===== src/rtl/multicycle_controller_if.sv =====
// rtl/multicycle_controller_if.sv - instruction/data memory handshake bundle
interface multicycle_controller_if;
    logic        imem_req;
    logic        imem_ready;
    logic [31:0] imem_rdata;
    logic        dmem_req;
    logic        dmem_we;
    logic        dmem_ready;

    modport master (
        output imem_req,
        input  imem_ready,
        input  imem_rdata,
        output dmem_req,
        output dmem_we,
        input  dmem_ready
    );

    modport slave (
        input  imem_req,
        output imem_ready,
        output imem_rdata,
        input  dmem_req,
        input  dmem_we,
        output dmem_ready
    );
endinterface


===== src/rtl/multicycle_controller.sv =====
// rtl/multicycle_controller.sv - FETCH/DECODE/EXEC/MEM/WB sequencer for the RV32I datapath
module multicycle_controller #(
    parameter int unsigned TIMEOUT_CYCLES = 255,
    parameter int unsigned CNT_W          = 32
) (
    input  logic                    clk,
    input  logic                    rst_n,
    multicycle_controller_if.master mem,
    output logic [31:0]             ir,
    input  logic                    branch_taken,
    output logic                    pc_we,
    output logic                    pc_sel,
    output logic                    rf_we,
    output logic [1:0]              wb_sel,
    output logic                    alu_src,
    output logic [1:0]              alu_op,
    output logic                    retire,
    output logic [CNT_W-1:0]        instret,
    output logic                    trap,
    output logic [1:0]              trap_cause,
    output logic [2:0]              state
);

    typedef enum logic [2:0] {
        ST_FETCH  = 3'd0,
        ST_DECODE = 3'd1,
        ST_EXEC   = 3'd2,
        ST_MEM    = 3'd3,
        ST_WB     = 3'd4,
        ST_TRAP   = 3'd5
    } state_e;

    localparam logic [6:0] OPC_R      = 7'b0110011;
    localparam logic [6:0] OPC_I      = 7'b0010011;
    localparam logic [6:0] OPC_LOAD   = 7'b0000011;
    localparam logic [6:0] OPC_STORE  = 7'b0100011;
    localparam logic [6:0] OPC_BRANCH = 7'b1100011;
    localparam logic [6:0] OPC_JAL    = 7'b1101111;

    // The wait counter only has to hold 0..TIMEOUT_CYCLES-1: the trap fires
    // from the last value rather than after counting one further.
    localparam int unsigned WAIT_W = (TIMEOUT_CYCLES > 1) ? $clog2(TIMEOUT_CYCLES) : 1;
    localparam logic [WAIT_W-1:0] WAIT_LAST =
        (TIMEOUT_CYCLES == 0) ? '0 : WAIT_W'(TIMEOUT_CYCLES - 1);

    state_e             state_q, state_d;
    logic [31:0]        ir_q, ir_d;
    logic [CNT_W-1:0]   instret_q, instret_d;
    logic               trap_q, trap_d;
    logic [1:0]         trap_cause_q, trap_cause_d;
    logic [WAIT_W-1:0]  wait_cnt_q, wait_cnt_d;

    logic       imem_req_c, dmem_req_c, dmem_we_c;
    logic       pc_we_c, pc_sel_c, rf_we_c, alu_src_c, retire_c;
    logic [1:0] wb_sel_c, alu_op_c;

    logic [6:0] opcode;
    logic       is_r, is_i, is_load, is_store, is_branch, is_jal, is_legal;
    logic       rd_nz;
    logic       timeout_hit;

    assign opcode    = ir_q[6:0];
    assign is_r      = (opcode == OPC_R);
    assign is_i      = (opcode == OPC_I);
    assign is_load   = (opcode == OPC_LOAD);
    assign is_store  = (opcode == OPC_STORE);
    assign is_branch = (opcode == OPC_BRANCH);
    assign is_jal    = (opcode == OPC_JAL);
    assign is_legal  = is_r | is_i | is_load | is_store | is_branch | is_jal;
    assign rd_nz     = |ir_q[11:7];

    // This is the last allowed wait cycle; if ready is still low now, trap.
    assign timeout_hit = (TIMEOUT_CYCLES != 0) && (wait_cnt_q == WAIT_LAST);

    // Next-state, register updates and control strobes decoded from state and IR.
    always_comb begin
        state_d      = state_q;
        ir_d         = ir_q;
        instret_d    = instret_q;
        trap_d       = trap_q;
        trap_cause_d = trap_cause_q;
        wait_cnt_d   = '0;
        imem_req_c   = 1'b0;
        dmem_req_c   = 1'b0;
        dmem_we_c    = 1'b0;
        pc_we_c      = 1'b0;
        pc_sel_c     = 1'b0;
        rf_we_c      = 1'b0;
        wb_sel_c     = 2'd0;
        alu_src_c    = 1'b0;
        alu_op_c     = 2'b00;
        retire_c     = 1'b0;

        case (state_q)
            ST_FETCH: begin
                imem_req_c = 1'b1;
                if (mem.imem_ready) begin
                    ir_d    = mem.imem_rdata;
                    state_d = ST_DECODE;
                end else if (timeout_hit) begin
                    state_d      = ST_TRAP;
                    trap_d       = 1'b1;
                    trap_cause_d = 2'b10;
                end else begin
                    wait_cnt_d = wait_cnt_q + 1'b1;
                end
            end
            ST_DECODE: begin
                if (is_legal) begin
                    state_d = ST_EXEC;
                end else begin
                    state_d      = ST_TRAP;
                    trap_d       = 1'b1;
                    trap_cause_d = 2'b01;
                end
            end
            ST_EXEC: begin
                if (is_r) begin
                    alu_op_c = 2'b10;
                    state_d  = ST_WB;
                end else if (is_i) begin
                    alu_src_c = 1'b1;
                    alu_op_c  = 2'b11;
                    state_d   = ST_WB;
                end else if (is_load || is_store) begin
                    alu_src_c = 1'b1;
                    alu_op_c  = 2'b00;
                    state_d   = ST_MEM;
                end else if (is_branch) begin
                    alu_op_c = 2'b01;
                    pc_we_c  = 1'b1;
                    pc_sel_c = branch_taken;
                    retire_c = 1'b1;
                    state_d  = ST_FETCH;
                end else if (is_jal) begin
                    rf_we_c  = rd_nz;
                    wb_sel_c = 2'd2;
                    pc_we_c  = 1'b1;
                    pc_sel_c = 1'b1;
                    retire_c = 1'b1;
                    state_d  = ST_FETCH;
                end else begin
                    state_d      = ST_TRAP;
                    trap_d       = 1'b1;
                    trap_cause_d = 2'b01;
                end
            end
            ST_MEM: begin
                dmem_req_c = 1'b1;
                dmem_we_c  = is_store;
                if (mem.dmem_ready) begin
                    if (is_store) begin
                        pc_we_c  = 1'b1;
                        retire_c = 1'b1;
                        state_d  = ST_FETCH;
                    end else begin
                        state_d = ST_WB;
                    end
                end else if (timeout_hit) begin
                    state_d      = ST_TRAP;
                    trap_d       = 1'b1;
                    trap_cause_d = 2'b11;
                end else begin
                    wait_cnt_d = wait_cnt_q + 1'b1;
                end
            end
            ST_WB: begin
                rf_we_c  = rd_nz;
                wb_sel_c = is_load ? 2'd1 : 2'd0;
                pc_we_c  = 1'b1;
                retire_c = 1'b1;
                state_d  = ST_FETCH;
            end
            ST_TRAP: begin
                state_d = ST_TRAP;
            end
            default: begin
                state_d = ST_FETCH;
            end
        endcase

        if (retire_c) begin
            instret_d = instret_q + 1'b1;
        end
    end

    // State, IR, counters and trap flags.
    always_ff @(posedge clk or negedge rst_n) begin
        if (!rst_n) begin
            state_q      <= ST_FETCH;
            ir_q         <= '0;
            instret_q    <= '0;
            trap_q       <= 1'b0;
            trap_cause_q <= 2'b00;
            wait_cnt_q   <= '0;
        end else begin
            state_q      <= state_d;
            ir_q         <= ir_d;
            instret_q    <= instret_d;
            trap_q       <= trap_d;
            trap_cause_q <= trap_cause_d;
            wait_cnt_q   <= wait_cnt_d;
        end
    end

    // imem_req is a FETCH output, but must stay low while reset is held.
    assign mem.imem_req = imem_req_c & rst_n;
    assign mem.dmem_req = dmem_req_c;
    assign mem.dmem_we  = dmem_we_c;
    assign pc_we        = pc_we_c;
    assign pc_sel       = pc_sel_c;
    assign rf_we        = rf_we_c;
    assign wb_sel       = wb_sel_c;
    assign alu_src      = alu_src_c;
    assign alu_op       = alu_op_c;
    assign retire       = retire_c;
    assign ir           = ir_q;
    assign instret      = instret_q;
    assign trap         = trap_q;
    assign trap_cause   = trap_cause_q;
    assign state        = state_q;

endmodule


===== src/flat_wrapper.sv =====
// flat-port wrapper written by rule: the top's interface ports become plain ports
module multicycle_controller_flat 
#(
    parameter int unsigned TIMEOUT_CYCLES = 255,
    parameter int unsigned CNT_W          = 32
)
  (clk, rst_n, ir, branch_taken, pc_we, pc_sel, rf_we, wb_sel, alu_src, alu_op, retire, instret, trap, trap_cause, state, mem_imem_req, mem_imem_ready, mem_imem_rdata, mem_dmem_req, mem_dmem_we, mem_dmem_ready);
  multicycle_controller_if mem_i ();
  input  logic clk;
  input  logic rst_n;
  output logic [31:0] ir;
  input  logic branch_taken;
  output logic pc_we;
  output logic pc_sel;
  output logic rf_we;
  output logic [1:0] wb_sel;
  output logic alu_src;
  output logic [1:0] alu_op;
  output logic retire;
  output logic [CNT_W-1:0] instret;
  output logic trap;
  output logic [1:0] trap_cause;
  output logic [2:0] state;
  output wire logic [$bits(mem_i.imem_req)-1:0] mem_imem_req;
  input wire logic [$bits(mem_i.imem_ready)-1:0] mem_imem_ready;
  input wire logic [$bits(mem_i.imem_rdata)-1:0] mem_imem_rdata;
  output wire logic [$bits(mem_i.dmem_req)-1:0] mem_dmem_req;
  output wire logic [$bits(mem_i.dmem_we)-1:0] mem_dmem_we;
  input wire logic [$bits(mem_i.dmem_ready)-1:0] mem_dmem_ready;
  assign mem_imem_req = mem_i.imem_req;
  assign mem_i.imem_ready = mem_imem_ready;
  assign mem_i.imem_rdata = mem_imem_rdata;
  assign mem_dmem_req = mem_i.dmem_req;
  assign mem_dmem_we = mem_i.dmem_we;
  assign mem_i.dmem_ready = mem_dmem_ready;
  multicycle_controller #(.TIMEOUT_CYCLES(TIMEOUT_CYCLES), .CNT_W(CNT_W)) u_core (.clk(clk), .rst_n(rst_n), .mem(mem_i), .ir(ir), .branch_taken(branch_taken), .pc_we(pc_we), .pc_sel(pc_sel), .rf_we(rf_we), .wb_sel(wb_sel), .alu_src(alu_src), .alu_op(alu_op), .retire(retire), .instret(instret), .trap(trap), .trap_cause(trap_cause), .state(state));
endmodule

===== config.mk =====
export PLATFORM = sky130hd
export DESIGN_NAME = multicycle_controller_flat
export DESIGN_NICKNAME = d
export VERILOG_FILES = /design/src/rtl/multicycle_controller_if.sv /design/src/rtl/multicycle_controller.sv /design/src/flat_wrapper.sv
export SDC_FILE = /design/constraint.sdc
export NUM_CORES = 1
export LEC_CHECK = 0
export CAP_MARGIN = 25
export CELL_PAD_IN_SITES_DETAIL_PLACEMENT = 0
export CELL_PAD_IN_SITES_GLOBAL_PLACEMENT = 1
export CORE_MARGIN = 4
export CORE_UTILIZATION = 38
export DETAILED_ROUTE_END_ITERATION = 16
export PLACE_DENSITY_LB_ADDON = 0.1
export SYNTH_ARGS = -nofsm -noshare
export SYNTH_HDL_FRONTEND = slang
export SYNTH_SLANG_ARGS = --single-unit

===== constraint.sdc =====
create_clock -name clk -period 3.7 [get_ports clk]
set_input_delay 0.925 -clock clk [delete_from_list [all_inputs] [get_ports clk]]
set_output_delay 0.925 -clock clk [all_outputs]
set_load 0.01 [all_outputs]

==> metrics.yaml <==
outcome: "finished, final reports clean"
core_mm2: 0.00933
critPathLaunchType: "input pin"
antenna_cells: 0
die_h_um: 106
layout.nets: 491
fin_setup_tns_ns: 0
grtUsageTotal_pct: 16.4
grt-ovfl-total: 0
num_vias: 2910
routed_via_density: 4.97
max_freq_mhz: 285
row_count: 35
globalplace.congestion: 0.799
rsz0062_at_grt: "false"
critPathKind: "in -> out"
hpwl_mm: 6.41
dieArea_mm2: 0.0113
synth.avg_cell_area_um2: 11.3
endpoint_kind: "primary output"
drive_above_1_share_pct: 15.1
cts-resized-gates: 0
ir_drop_v: 0.000546
ys_seq_area_share_pct: 53.3
crit_path_max_fanout: 3
powerDensity_mw_per_mm2: 649
io_buffers: 118
antenna_found_initial: 0
netlist_instances: 324
p_leak_nw: 2.19
clk_pin_slew_ns: 0.07
die_width_um: 106
relSlewSlack_pct: 40.7
cts_hold_buf: 0
ios: 119
final-max-slew-violation-count: 0
grt_max_degree: 79
yosys_warnings: 0
numCtsBuffers: 9
setup_viol: 0
start_util_pct: 39.3
grt_pass1_vias: 2907
cts_tree: "yes"
drt-total-wl_mm: 9.14
ys_seq_elements: 78
cp.required_ns: 2.77
synth-edff-count: 0
synth_area_mm2: 0.00366
hold_violations: 0
drt_first_pass_iters: 4
postCtsSetupBuffers: 0
avgRoutedWirePerCell_um: 15.6
clockBufferDepth: 2
area_growth_pct: 43.7
whs_ns: 0.470
clock_sinks: 78
final.setup_skew_ns: 0.0181
async_reset_ff_share_pct: 100
drc: 0
grt_pass1_wl_mm: 14.8
min_path_type: "reg -> reg"
ys_types: 47
h-tree-depth: 3
arrival_ns: 2.59
clk_latency_ns: 0.35
fillCellCount: 857
tightestPinTransition_ns: 0.881
post-route-min-period_ns: 3.51
cts_root_buf: "clkbuf_8"
synth_flop_cell: "dfrtp_1"
postRouteAntennaNets: 0
rrSetupSlack_ns: 1.46
drtIter0Drc: 94
drv_cap: 0
synth_fp_nets: 364
finalCritPeriodShare_pct: 94.9
path summary, 6_finish.rpt:
path,end,cells after the start,startpoint
max reg2reg,u_core.instret[25]$_DFFE_PN0P_,5,u_core.instret[6]$_DFFE_PN0P_
max,pc_we,7,mem_dmem_ready
min,u_core.trap$_DFFE_PN0P_,1,u_core.trap$_DFFE_PN0P_
min in group asynchronous,u_core.ir[4]$_DFFE_PN0P_,2,rst_n
max in group asynchronous,u_core.state[1]$_DFF_PN0_,3,rst_n
min reg2reg,u_core.trap$_DFFE_PN0P_,1,u_core.trap$_DFFE_PN0P_
per-layer routing:
metal  wire, um  vias up  GRT usage (%)
met2       4450       62           27.0
li1           -     1404              -
met1       4250     1434           21.7
met4        109        0           5.55
met5          0        -              0
met3        334       10           3.22
Yosys cell counts (all sizes together), types with 2 or more instances:
library cell  count  area [um^2]
a211o             2         17.5
a21oi             7         35.0
and2              3         18.8
and3              7         43.8
and4              3         26.3
buf               9         58.8
clkbuf            3         11.3
dfrtp            78         1950
ha                3         37.5
inv               7         26.3
mux2             33          372
nand2            23         86.3
nand2b            4         25.0
nand3            15         75.1
nand3b            2         15.0
nand4            13         87.6
nor2             22         85.1
nor3             14         70.1
nor4              6         37.5
nor4b             2         23.8
o21a              2         15.0
o21ai             7         35.0
o2bb2ai           2         17.5
or3               4         25.0
or3b              2         17.5
xnor2            21          184
xor2             17          149
sequential cells by signal (all words and copies together), names as in the netlist:
signal,cells
u_core.state,3
u_core.ir,32
u_core.wait_cnt_q,8
u_core.trap_cause,2
u_core.trap,1
u_core.instret,32
logic make-up after synthesis:
logic type | after synthesis | synth area share, %
fa+ha+maj | 3 | 1.02
simple gates | 124 | 18.3
mux | 33 | 10.1
compound gates | 28 | 5.46
flops | 78 | 53.3
xor+xnor | 38 | 9.08
buf+inv | 20 | 2.73
layout by cell type, fill, tap and decap left out, drive strengths merged, types with 3 or more instances in the layout:
master         instances
nor4                   6
nand2                 23
clkdlybuf4s50        117
mux2                  33
and2                   3
ha                     3
nand4                 13
xor2                  17
nand3                 15
o21ai                  7
and4                   3
dfrtp                 78
a21oi                  7
buf                   11
xnor2                 21
nand2b                 4
nor2                  22
clkinv                 3
nor3                  14
inv                    9
and3                   7
or3                    4
clkbuf                 9
through the flow:
| stage | instances | utilization, % | cell area, um^2 | worst slack (ns) | power [mW] |
|---|---|---|---|---|---|
| after floorplan | 324 | - | 3660 | 1.07 | 1.98 |
| after global placement | 568 | 53.6 | 5000 | 0.0540 | 2.68 |
| after detailed placement | 568 | 53.6 | 5000 | 0.0648 | 2.71 |
| after CTS | 584 | 56.1 | 5230 | 0.0454 | 3.46 |
| after global routing | 585 | 56.4 | 5260 | 0.0664 | 3.63 |
| final | 585 | 56.4 | 5260 | 0.189 | 3.42 |
where the power goes:
| group | internal [mW] | leakage [nW] | switching (mW) |
|---|---|---|---|
| clock | 0.390 | 0.112 | 0.345 |
| combinational | 0.800 | 1.08 | 0.601 |
| sequential | 1.08 | 0.996 | 0.199 |
| total | 2.27 | 2.19 | 1.14 |
critical path, cell delays in order:
cell and delay, ns:
clkdlybuf4s50_1 0.49, nand2_1 0.07, nor4_2 0.21, buf_4 0.18, nor2_2 0.04, clkinv_1 0.12, clkdlybuf4s50_1 0.55
layout make-up:
cell class	instances	area, um^2	share of cell area (%)
flip-flops and latches	78	1950	37.1
multi-input cells	226	1620	30.7
repair buffers	128	1270	24.2
well taps	129	161	3.07
clock buffers	9	124	2.35
clock inverters	7	105	2.00
inverters	8	30.0	0.570
No activity file was read; power rests on OpenSTA's default activity.
